[config.mk]
export PLATFORM = sky130hd
export DESIGN_NAME = cavlc_coeff_builder
export DESIGN_NICKNAME = d
export VERILOG_FILES = /design/src/rtl/cavlc_coeff_builder.sv
export SDC_FILE = /design/constraint.sdc
export NUM_CORES = 1
export LEC_CHECK = 0
export BUFFER_PORTS_ARGS = -buffer_cell sky130_fd_sc_hd__clkbuf_2
export CELL_PAD_IN_SITES_DETAIL_PLACEMENT = 0
export CELL_PAD_IN_SITES_GLOBAL_PLACEMENT = 2
export CORE_MARGIN = 2
export CORE_UTILIZATION = 36
export CTS_CLUSTER_SIZE = 14
export DETAILED_ROUTE_END_ITERATION = 6
export PLACE_DENSITY = 0.78
export SETUP_SLACK_MARGIN = 0.05
export SKIP_LAST_GASP = 1
export SYNTH_ARGS = -nofsm -noshare
export SYNTH_HDL_FRONTEND = slang
export SYNTH_SLANG_ARGS = --single-unit
[constraint.sdc]
create_clock -name clk -period 3.12 [get_ports clk]
set_input_delay 0.936 -clock clk [delete_from_list [all_inputs] [get_ports clk]]
set_output_delay 0.936 -clock clk [all_outputs]
set_load 0.03 [all_outputs]
[src/rtl/cavlc_coeff_builder.sv]
// cavlc_coeff_builder: collects CAVLC levels and run_before values for one block,
// places them into scan positions, then streams the coefficients in scan order
// with a valid/ready handshake.
// Optional feature: define CAVLC_COEFF_ERR_CHK_EN to enable the TotalCoeff/TotalZeros
// consistency checks and the sticky err flag; otherwise err is tied low and the
// placement position simply wraps modulo 16.
module cavlc_coeff_builder (
   input  logic       clk,
   input  logic       rst_n,
   input  logic       ena,
   input  logic       start,
   input  logic [4:0] max_coeff_num,
   input  logic [4:0] TotalCoeff,
   input  logic [3:0] TotalZeros,
   input  logic       level_we,
   input  logic [3:0] level_idx,
   input  logic [8:0] level_val,
   input  logic       run_we,
   input  logic [3:0] run_idx,
   input  logic [3:0] run_val,
   input  logic       done_in,
   output logic       coeff_valid,
   output logic [8:0] coeff_data,
   output logic [3:0] coeff_pos,
   output logic       coeff_last,
   input  logic       coeff_ready,
   output logic       busy,
   output logic       err
);

   typedef enum logic [1:0] {S_IDLE, S_COLLECT, S_PLACE, S_OUTPUT} state_t;

   state_t            state_q;
   // Levels are stored as raw two's-complement bits; they are only moved, never summed.
   logic [15:0][8:0]  level_q;
   logic [15:0][3:0]  run_q;
   logic [15:0][8:0]  coef_q;
   logic [4:0]        tc_q;
   logic [4:0]        max_q;
   logic [4:0]        k_q;
   logic [5:0]        pos_q;
   logic              valid_q;
   logic [8:0]        data_q;
   logic [3:0]        cpos_q;
   logic              last_q;

   logic [5:0]        tcz_d;
   logic [5:0]        step_d;
   logic [5:0]        pos_d;
   logic              last_k_d;
   logic [8:0]        first_d;
   logic [3:0]        nxt_pos_d;

`ifdef CAVLC_COEFF_ERR_CHK_EN
   logic              err_q;
   logic              bad_done_d;
   logic              bad_place_d;
`endif

   // Placement arithmetic, first-coefficient bypass and next stream index.
   always_comb begin
      tcz_d     = {1'b0, TotalCoeff} + {2'b00, TotalZeros};
      step_d    = {2'b00, run_q[k_q[3:0]]} + 6'd1;
      pos_d     = pos_q - step_d;
      last_k_d  = (k_q == tc_q - 5'd1);
      // The final PLACE cycle may be writing coef[0] on the same edge that loads it.
      first_d   = (pos_q[3:0] == 4'd0) ? level_q[k_q[3:0]] : coef_q[0];
      nxt_pos_d = cpos_q + 4'd1;
`ifdef CAVLC_COEFF_ERR_CHK_EN
      bad_done_d  = (tcz_d > {1'b0, max_coeff_num}) || (TotalCoeff > max_coeff_num);
      bad_place_d = !last_k_d && (pos_q < step_d);
`endif
   end

   // Block FSM: collect, place, stream; start aborts anything and clears the buffers.
   always_ff @(posedge clk) begin
      if (!rst_n) begin
         state_q <= S_IDLE;
         level_q <= '0;
         run_q   <= '0;
         coef_q  <= '0;
         tc_q    <= '0;
         max_q   <= '0;
         k_q     <= '0;
         pos_q   <= '0;
         valid_q <= 1'b0;
         data_q  <= '0;
         cpos_q  <= '0;
         last_q  <= 1'b0;
`ifdef CAVLC_COEFF_ERR_CHK_EN
         err_q   <= 1'b0;
`endif
      end else if (ena) begin
         if (start) begin
            state_q <= S_COLLECT;
            level_q <= '0;
            run_q   <= '0;
            coef_q  <= '0;
            k_q     <= '0;
            pos_q   <= '0;
            valid_q <= 1'b0;
            data_q  <= '0;
            cpos_q  <= '0;
            last_q  <= 1'b0;
`ifdef CAVLC_COEFF_ERR_CHK_EN
            err_q   <= 1'b0;
`endif
         end else begin
            case (state_q)
               S_COLLECT: begin
                  if (level_we) level_q[level_idx] <= level_val;
                  if (run_we)   run_q[run_idx]     <= run_val;
                  if (done_in) begin
                     tc_q  <= TotalCoeff;
                     max_q <= max_coeff_num;
                     k_q   <= '0;
                     pos_q <= tcz_d - 6'd1;
`ifdef CAVLC_COEFF_ERR_CHK_EN
                     if (bad_done_d) begin
                        err_q   <= 1'b1;
                        state_q <= S_IDLE;
                     end else if (TotalCoeff == 5'd0) begin
`else
                     if (TotalCoeff == 5'd0) begin
`endif
                        state_q <= S_OUTPUT;
                        valid_q <= 1'b1;
                        cpos_q  <= '0;
                        data_q  <= coef_q[0];
                        last_q  <= (max_coeff_num == 5'd1);
                     end else begin
                        state_q <= S_PLACE;
                     end
                  end
               end
               S_PLACE: begin
                  coef_q[pos_q[3:0]] <= level_q[k_q[3:0]];
                  pos_q <= pos_d;
                  k_q   <= k_q + 5'd1;
`ifdef CAVLC_COEFF_ERR_CHK_EN
                  if (bad_place_d) begin
                     err_q   <= 1'b1;
                     state_q <= S_IDLE;
                  end else if (last_k_d) begin
`else
                  if (last_k_d) begin
`endif
                     state_q <= S_OUTPUT;
                     valid_q <= 1'b1;
                     cpos_q  <= '0;
                     data_q  <= first_d;
                     last_q  <= (max_q == 5'd1);
                  end
               end
               S_OUTPUT: begin
                  if (valid_q && coeff_ready) begin
                     if (last_q) begin
                        state_q <= S_IDLE;
                        valid_q <= 1'b0;
                        last_q  <= 1'b0;
                     end else begin
                        cpos_q <= nxt_pos_d;
                        data_q <= coef_q[nxt_pos_d];
                        last_q <= ({1'b0, nxt_pos_d} == max_q - 5'd1);
                     end
                  end
               end
               default: ;
            endcase
         end
      end
   end

   assign coeff_valid = valid_q;
   assign coeff_data  = data_q;
   assign coeff_pos   = cpos_q;
   assign coeff_last  = last_q;
   assign busy        = (state_q != S_IDLE);
`ifdef CAVLC_COEFF_ERR_CHK_EN
   assign err         = err_q;
`else
   assign err         = 1'b0;
`endif

endmodule

---- Word level (Yosys, flattened, before mapping) ----
Index checks and enable logic that the tools add are counted.
word-level totals
  register bits after elaboration ......... 390
  bits in latches ......................... 0
  RAM bits ................................ 0
  ROM bits ................................ 0
  memories ................................ 0
operators by class
  $add $sub $neg .......................... 8
  $mul .................................... 0
  divide/modulo/power cells ............... 0
  magnitude comparators ................... 8
  eq/ne operators ......................... 13
  shift-type cells ........................ 0
  mux-type cells .......................... 65
  bitwise logic cells ..................... 1
  reduce and logical (&&, ||, !) cells .... 22
operators by type and width
  kind                                                                                 number
  144-bit 2-to-1 mux                                                                   5
  144-bit bitwise mux                                                                  2
  64-bit 2-to-1 mux                                                                    3
  9-bit 2-to-1 mux                                                                     11
  9-bit binary-select mux with 4-bit select                                            2
  9-bit demux with 4-bit select                                                        2
  64-bit bitwise mux                                                                   1
  4-bit 2-to-1 mux                                                                     8
  9-bit case mux with 3 select lines                                                   1
  4-bit by 5-bit less-than comparator with 1-bit output, second input constant         5
  3-bit inequality test, second input constant                                         6
  4-bit binary-select mux with 4-bit select                                            1
  4-bit demux with 4-bit select                                                        1
  7-bit AND reduction                                                                  2
  1-bit 2-to-1 mux                                                                     13
  4-bit by 1-bit greater-or-equal comparator with 1-bit output, second input constant  3
  6-bit 2-to-1 mux                                                                     2
  4-bit case mux with 3 select lines                                                   1
  6-bit case mux with 2 select lines                                                   1
  6-bit AND reduction                                                                  2
  5-bit by 1-bit equality test with 1-bit output, second input constant                2
  2-bit 2-to-1 mux                                                                     5
  5-bit 2-to-1 mux                                                                     2
  5-bit case mux with 2 select lines                                                   1
  other kinds (23)                                                                     35

---- Longest topological paths before layout ----
  depth after elaboration ................. 8
  gate-level depth with buffers ........... 14
  mapped depth without buffers ............ 11

---- Worst setup path before layout ----
OpenSTA, ideal clock, no wires.
  kind .................................... register to register
  start point ............................. reg k_q[0]
  end point ............................... reg pos_q[3]
  library setup time ...................... 0.066 ns
  data arrival time ....................... 3.310 ns
  path slack .............................. -0.256 ns
  stages on the path, launching flop included .. 15
  path through ............................ dfxtp_1 buf_6 buf_6 buf_6 buf_2 mux4_2 mux4_2 inv_1 ha_1 a21o_1 a21oi_1 xnor2_2 nor2_1 mux2_2 a21oi_2
on the way
  longest elaborated chain between the ends .. 6
ends and longest elaborated chain
  element                                      RTL line  source
  start, declared                              40        logic [4:0] k_q;
  start signal, assigned                       139       k_q <= k_q + 5'd1;
  4-bit binary-select mux with 4-bit select    63        step_d = {2'b00, run_q[k_q[3:0]]} + 6'd1;
  4-bit 2-to-1 mux (not written as such)       63
  4-bit by 1-bit adder with 5-bit output       63
  6-bit by 5-bit subtractor with 6-bit output  64        pos_d = pos_q - step_d;
  6-bit case mux with 2 select lines           109       case (state_q)
  6-bit 2-to-1 mux                             94        if (start) begin
  end signal, assigned                         117       pos_q <= tcz_d - 6'd1;
  end signal, assigned                         138       pos_q <= pos_d;
  end, declared                                41        logic [5:0] pos_q;
Every way passes these cells. The select of a mux whose other input is x is not followed.
A chain may end at the register's enable or synchronous reset.

---- Worst setup path in the final report ----
  start point ............................. reg k_q[1]
  end point ............................... reg pos_q[3]
The elaborated chain is that of the path after synthesis.

==> results <==
- The largest total area in the synthesized netlist belongs to dfxtp_1.
- Traced cell by cell, the critical path runs through buf_4 -> mux4_2 -> mux4_2 -> inv_2 -> ha_4 -> a21o_1 -> a21oi_2 -> xnor2_2 -> nor2_1 -> mux2_4 -> a21oi_2.
- The fraction of registers with async set or reset after synthesis is 0.
- The simple logic cell fraction of the synthesized area is 0.141.
- The initialized floorplan defines 80 standard-cell rows.
- Of the total power, registers draw 0.438.
- The number of different library cells used by synthesis comes to 61.
- Summed over all nets, the switching power comes to 0.00262 W.
- Counting the buffers created by CTS gives 45.
- The worst setup skew after layout is 0.0241 ns.
- The clock sink total is 388.
- The DRC violation count after routing is 0.
- The critical path data arrival time is 3.40 ns.
- The number of cell instances on the worst register-to-register path is 11.
- Max-cap violations in this run came to 0.
- The static leakage is 6.86 nW.
- The worst relative slew slack is 0.185.
- The placement-stage cell area is 0.0186 sq mm.
- The combinational share of power is 0.052.
- Power comes to 0.0114 W.
- The total of endpoints with negative setup slack in the final report is 0.
- The number of instances in the synthesized netlist is between 1500 and 2000.
- The cell depth of the worst min-delay path is 2.
- The first detailed-routing pass ran for 6 iterations.
- The post-synthesis mux area share is 0.130.
- The flow ran to the end, and the final reports show no timing, DRC or antenna violations.
- The clock transition time at the flip-flop clock pins of the worst setup and hold paths is about 0.060 ns.
- In this run, post-CTS repair resized a total of 0 instances.
- At the end of the flow, the number of nets in the layout was slightly below 2000.
- TritonCTS built the clock tree.
- The type of the setup path with the least slack is register to register.
- The first global-routing pass estimated 84.8 mm of wire.
- The type of origin of the critical path is a register.
- The number of nets handed over by synthesis was 1904.
- Of the post-synthesis cell area, the dominant cell type holds 0.443.
- The core region is 0.0479 sq mm.
- The number of register bits inferred by synthesis is 388.
- Along the worst path, the maximum fanout reaches 9.
- The die is 225 microns wide.
- STA classifies the critical path endpoint as a register.
- The initial antenna violation count is 0.
- The xor/xnor cell area share of the yosys netlist is 0.0109.
- The congestion estimate from routability-driven global placement came to 0.800.
- The half-perimeter wire length of the detailed placement result is 35.0 mm.
- In this run the number of cells on the critical path is 11.
- Yosys mapped a number of flops with a built-in enable equal to 0.
- The leading cell type in the layout, fill and taps excluded is nor2_1.
- During synthesis, Yosys emitted a total of 0 warnings.
- Buffers inserted to repair hold after CTS numbered 0.
- The starting density of the core is 0.366.
- The per-cell routed wire length is 21.5 microns.
- The routed design has approximately 54 mm of wire.
- The highest attainable clock frequency is 0.347 GHz.
- The max-slew violation total from the final report is 0.
- The average instance in the mapped netlist occupies 9.52 sq um.
- After synthesis, the largest family of logic cells by area is compound AO/OA/AOI/OAI gates.
- The smallest clock period supported by the final layout is computed as between 2 and 3 ns.
- The maximum number of pins on one net before global-route repair is 239.
- The maximum level of the CTS H-tree is 2.
- The worst setup margin is around 0.23 ns.
- The number of global-route vias before repair is between 10000 and 15000.
- No sink is reached through more buffers than the 3 on the longest clock path.
- The count of nets left with antenna violations once routing finished came out at 0.
- The remaining global-route overflow is 0.
- The required time of the worst setup path is 3.64 ns.
- The detailed router finished its first iteration with about 1200 violations.
- The floorplan step set the die height to 225 microns.
- Using the TritonRoute via totals, the vias-per-cell ratio works out to 5.79.
- For this design the ratio of total power to cell area is 560 mW/mm^2.
- At the pin with the least slew margin, the transition time is 1.22 ns.
- Detailed routing inserted a total of 14593 vias.
- The fraction of power spent switching nets is 0.231.
- IR analysis of the VDD net gives a maximum drop of 0.371 mV.
- Together, buffers and inverters on the worst path number 2.
- Among all stages on the critical path, the largest delay is contributed by dfxtp_2.
- The total inserted antenna cells is 0.
- Setup repair after global routing left no endpoint under its margin.
- The total internal power is 0.00874 W.
- In this run the post-CTS setup repair buffer count came out at 0.
- The sum of negative setup slack is 0 ns.
- The leading register cell type out of synthesis is dfxtp_1.
- Leaving out fill and tap cells, the most frequent cells in the layout are nor2_1 (420), dfxtp_1 (385), a22oi_1 (310).
- The cell sitting at the root of the clock tree is a clkbuf_16.
- The cell area that synthesis handed to floorplanning was 0.0175 sq mm.
- Of the cells placed in the final design, the portion with a size suffix greater than 1 is 0.169.
- The share of the yosys chip area belonging to registers is 0.443.
- The area growth from synthesis to layout is 15.6%.
- The setup check on the worst reg-to-reg path leaves a slack of ~0.23 ns.
- The compound-gate portion of the synthesized area was 0.218.
- The later pin in the worst-skew pair is clocked with a latency of 0.58 ns.
- Ranked by total cell area, the synthesized netlist is headed by dfxtp_1 (44%), a22oi_1 (13%), mux4_2 (10%).
- 60 I/O pins were placed.
- The die covers between 0.05 and 0.06 sq mm.
- Buffers placed on the I/O ports in this run total 58.
- The maximum cell stage delay along the critical path is approximately 0.54 ns.
- Summing all non-filler instances in the final layout gives an area of 0.0203 sq mm.
- The count of final hold-check violations is 0.
- The adder and majority gate portion of the synthesized area is 0.0137.
- On the critical path the largest part of the delay comes from multiplexers.
- Prior to clock tree synthesis, the placed netlist has a worst setup slack of 0.157 ns.
- The combined global-route utilization of all metal layers is 0.214.
- The clock network power share is 0.510.
- Of the available clock period, the critical path in the final layout requires 0.925.
- The classification of the worst-slack hold path is register to register.
-- flip-flops by register name (all words and copies together) (netlist names) --
signal,flops
coef_q,144
level_q,144
run_q,64
coeff_data,9
k_q,5
max_q,5
tc_q,5
coeff_pos,4
pos_q,4
state_q,2
coeff_last,1
coeff_valid,1
-- cell type report --
cell class	count	area, sq um
timing repair buffer	123	916
clock buffer	61	1320
tap	615	769
multi-input combinational	1280	9050
inverter	32	128
fill	4708	27700
sequential	388	7770
clock inverter	22	320
-- power by group through the flow --
| stage | Combinational, W | Sequential, W | Clock, W |
|---|---|---|---|
| after floorplan | 0.000379 | 0.00509 | 0 |
| after global placement | 0.000577 | 0.00509 | 0 |
| after detailed placement | 0.000581 | 0.00509 | 0 |
| after CTS | 0.000583 | 0.00498 | 0.00592 |
| after global routing | 0.000639 | 0.00498 | 0.00613 |
| final | 0.000587 | 0.00498 | 0.00579 |
-- routing by layer --
| metal | track usage | vias to the layer above | share of wire |
|---|---|---|---|
| li1 | - | 6871 | - |
| met1 | 0.298 | 7186 | 0.46 |
| met2 | 0.343 | 441 | 0.46 |
| met3 | 0.0286 | 95 | 0.052 |
| met4 | 0.0690 | 0 | 0.026 |
| met5 | 0 | - | 0 |
-- synthesized netlist by cell type, types with 14 or more instances --
master / count
nor2_1: 420
dfxtp_1: 388
a22oi_1: 310
clkbuf_1: 107
mux4_2: 79
nand2_1: 61
a2bb2oi_1: 48
o21ai_0: 35
a21oi_1: 34
o21ai_1: 33
inv_1: 32
mux2i_1: 32
nand2b_1: 19
nor3_1: 19
o22ai_1: 19
ha_1: 16
buf_2: 15
and2_1: 14
-- cells by family (layout without fill, tap and decap cells) --
logic type	count (synthesis)	after routing
compound gates	531	531
xor+xnor	21	21
fa+ha+maj	18	18
buf+inv	175	238
flops	388	388
mux	122	122
other cells	1	1
simple gates	587	587
-- stage by stage --
stage / hold WS, ns / util / std cells
floorplan: 0.449 / - / 1843
global placement: 0.460 / 0.388 / 2433
detailed placement: 0.465 / 0.388 / 2433
CTS: 0.474 / 0.422 / 2516
global route: 0.497 / 0.423 / 2521
finish: 0.471 / 0.423 / 2521
-- worst paths after layout --
check / start / to
worst min-delay path: coeff_data[3] / coeff_data[3]
worst max register to register: k_q[1] / pos_q[3]
worst max-delay path: k_q[1] / pos_q[3]
worst min register to register: coeff_data[3] / coeff_data[3]
-- worst reg2reg max path: cells and delay by family, from the launching register on --
family	cells	cell delay, ns
simple gates	1	0.06
mux	3	1.10
fa+ha+maj	1	0.19
buf+inv	2	0.35
flops	1	0.54
compound gates	3	0.44
xor+xnor	1	0.14
Power figures use the tool's default switching activity.
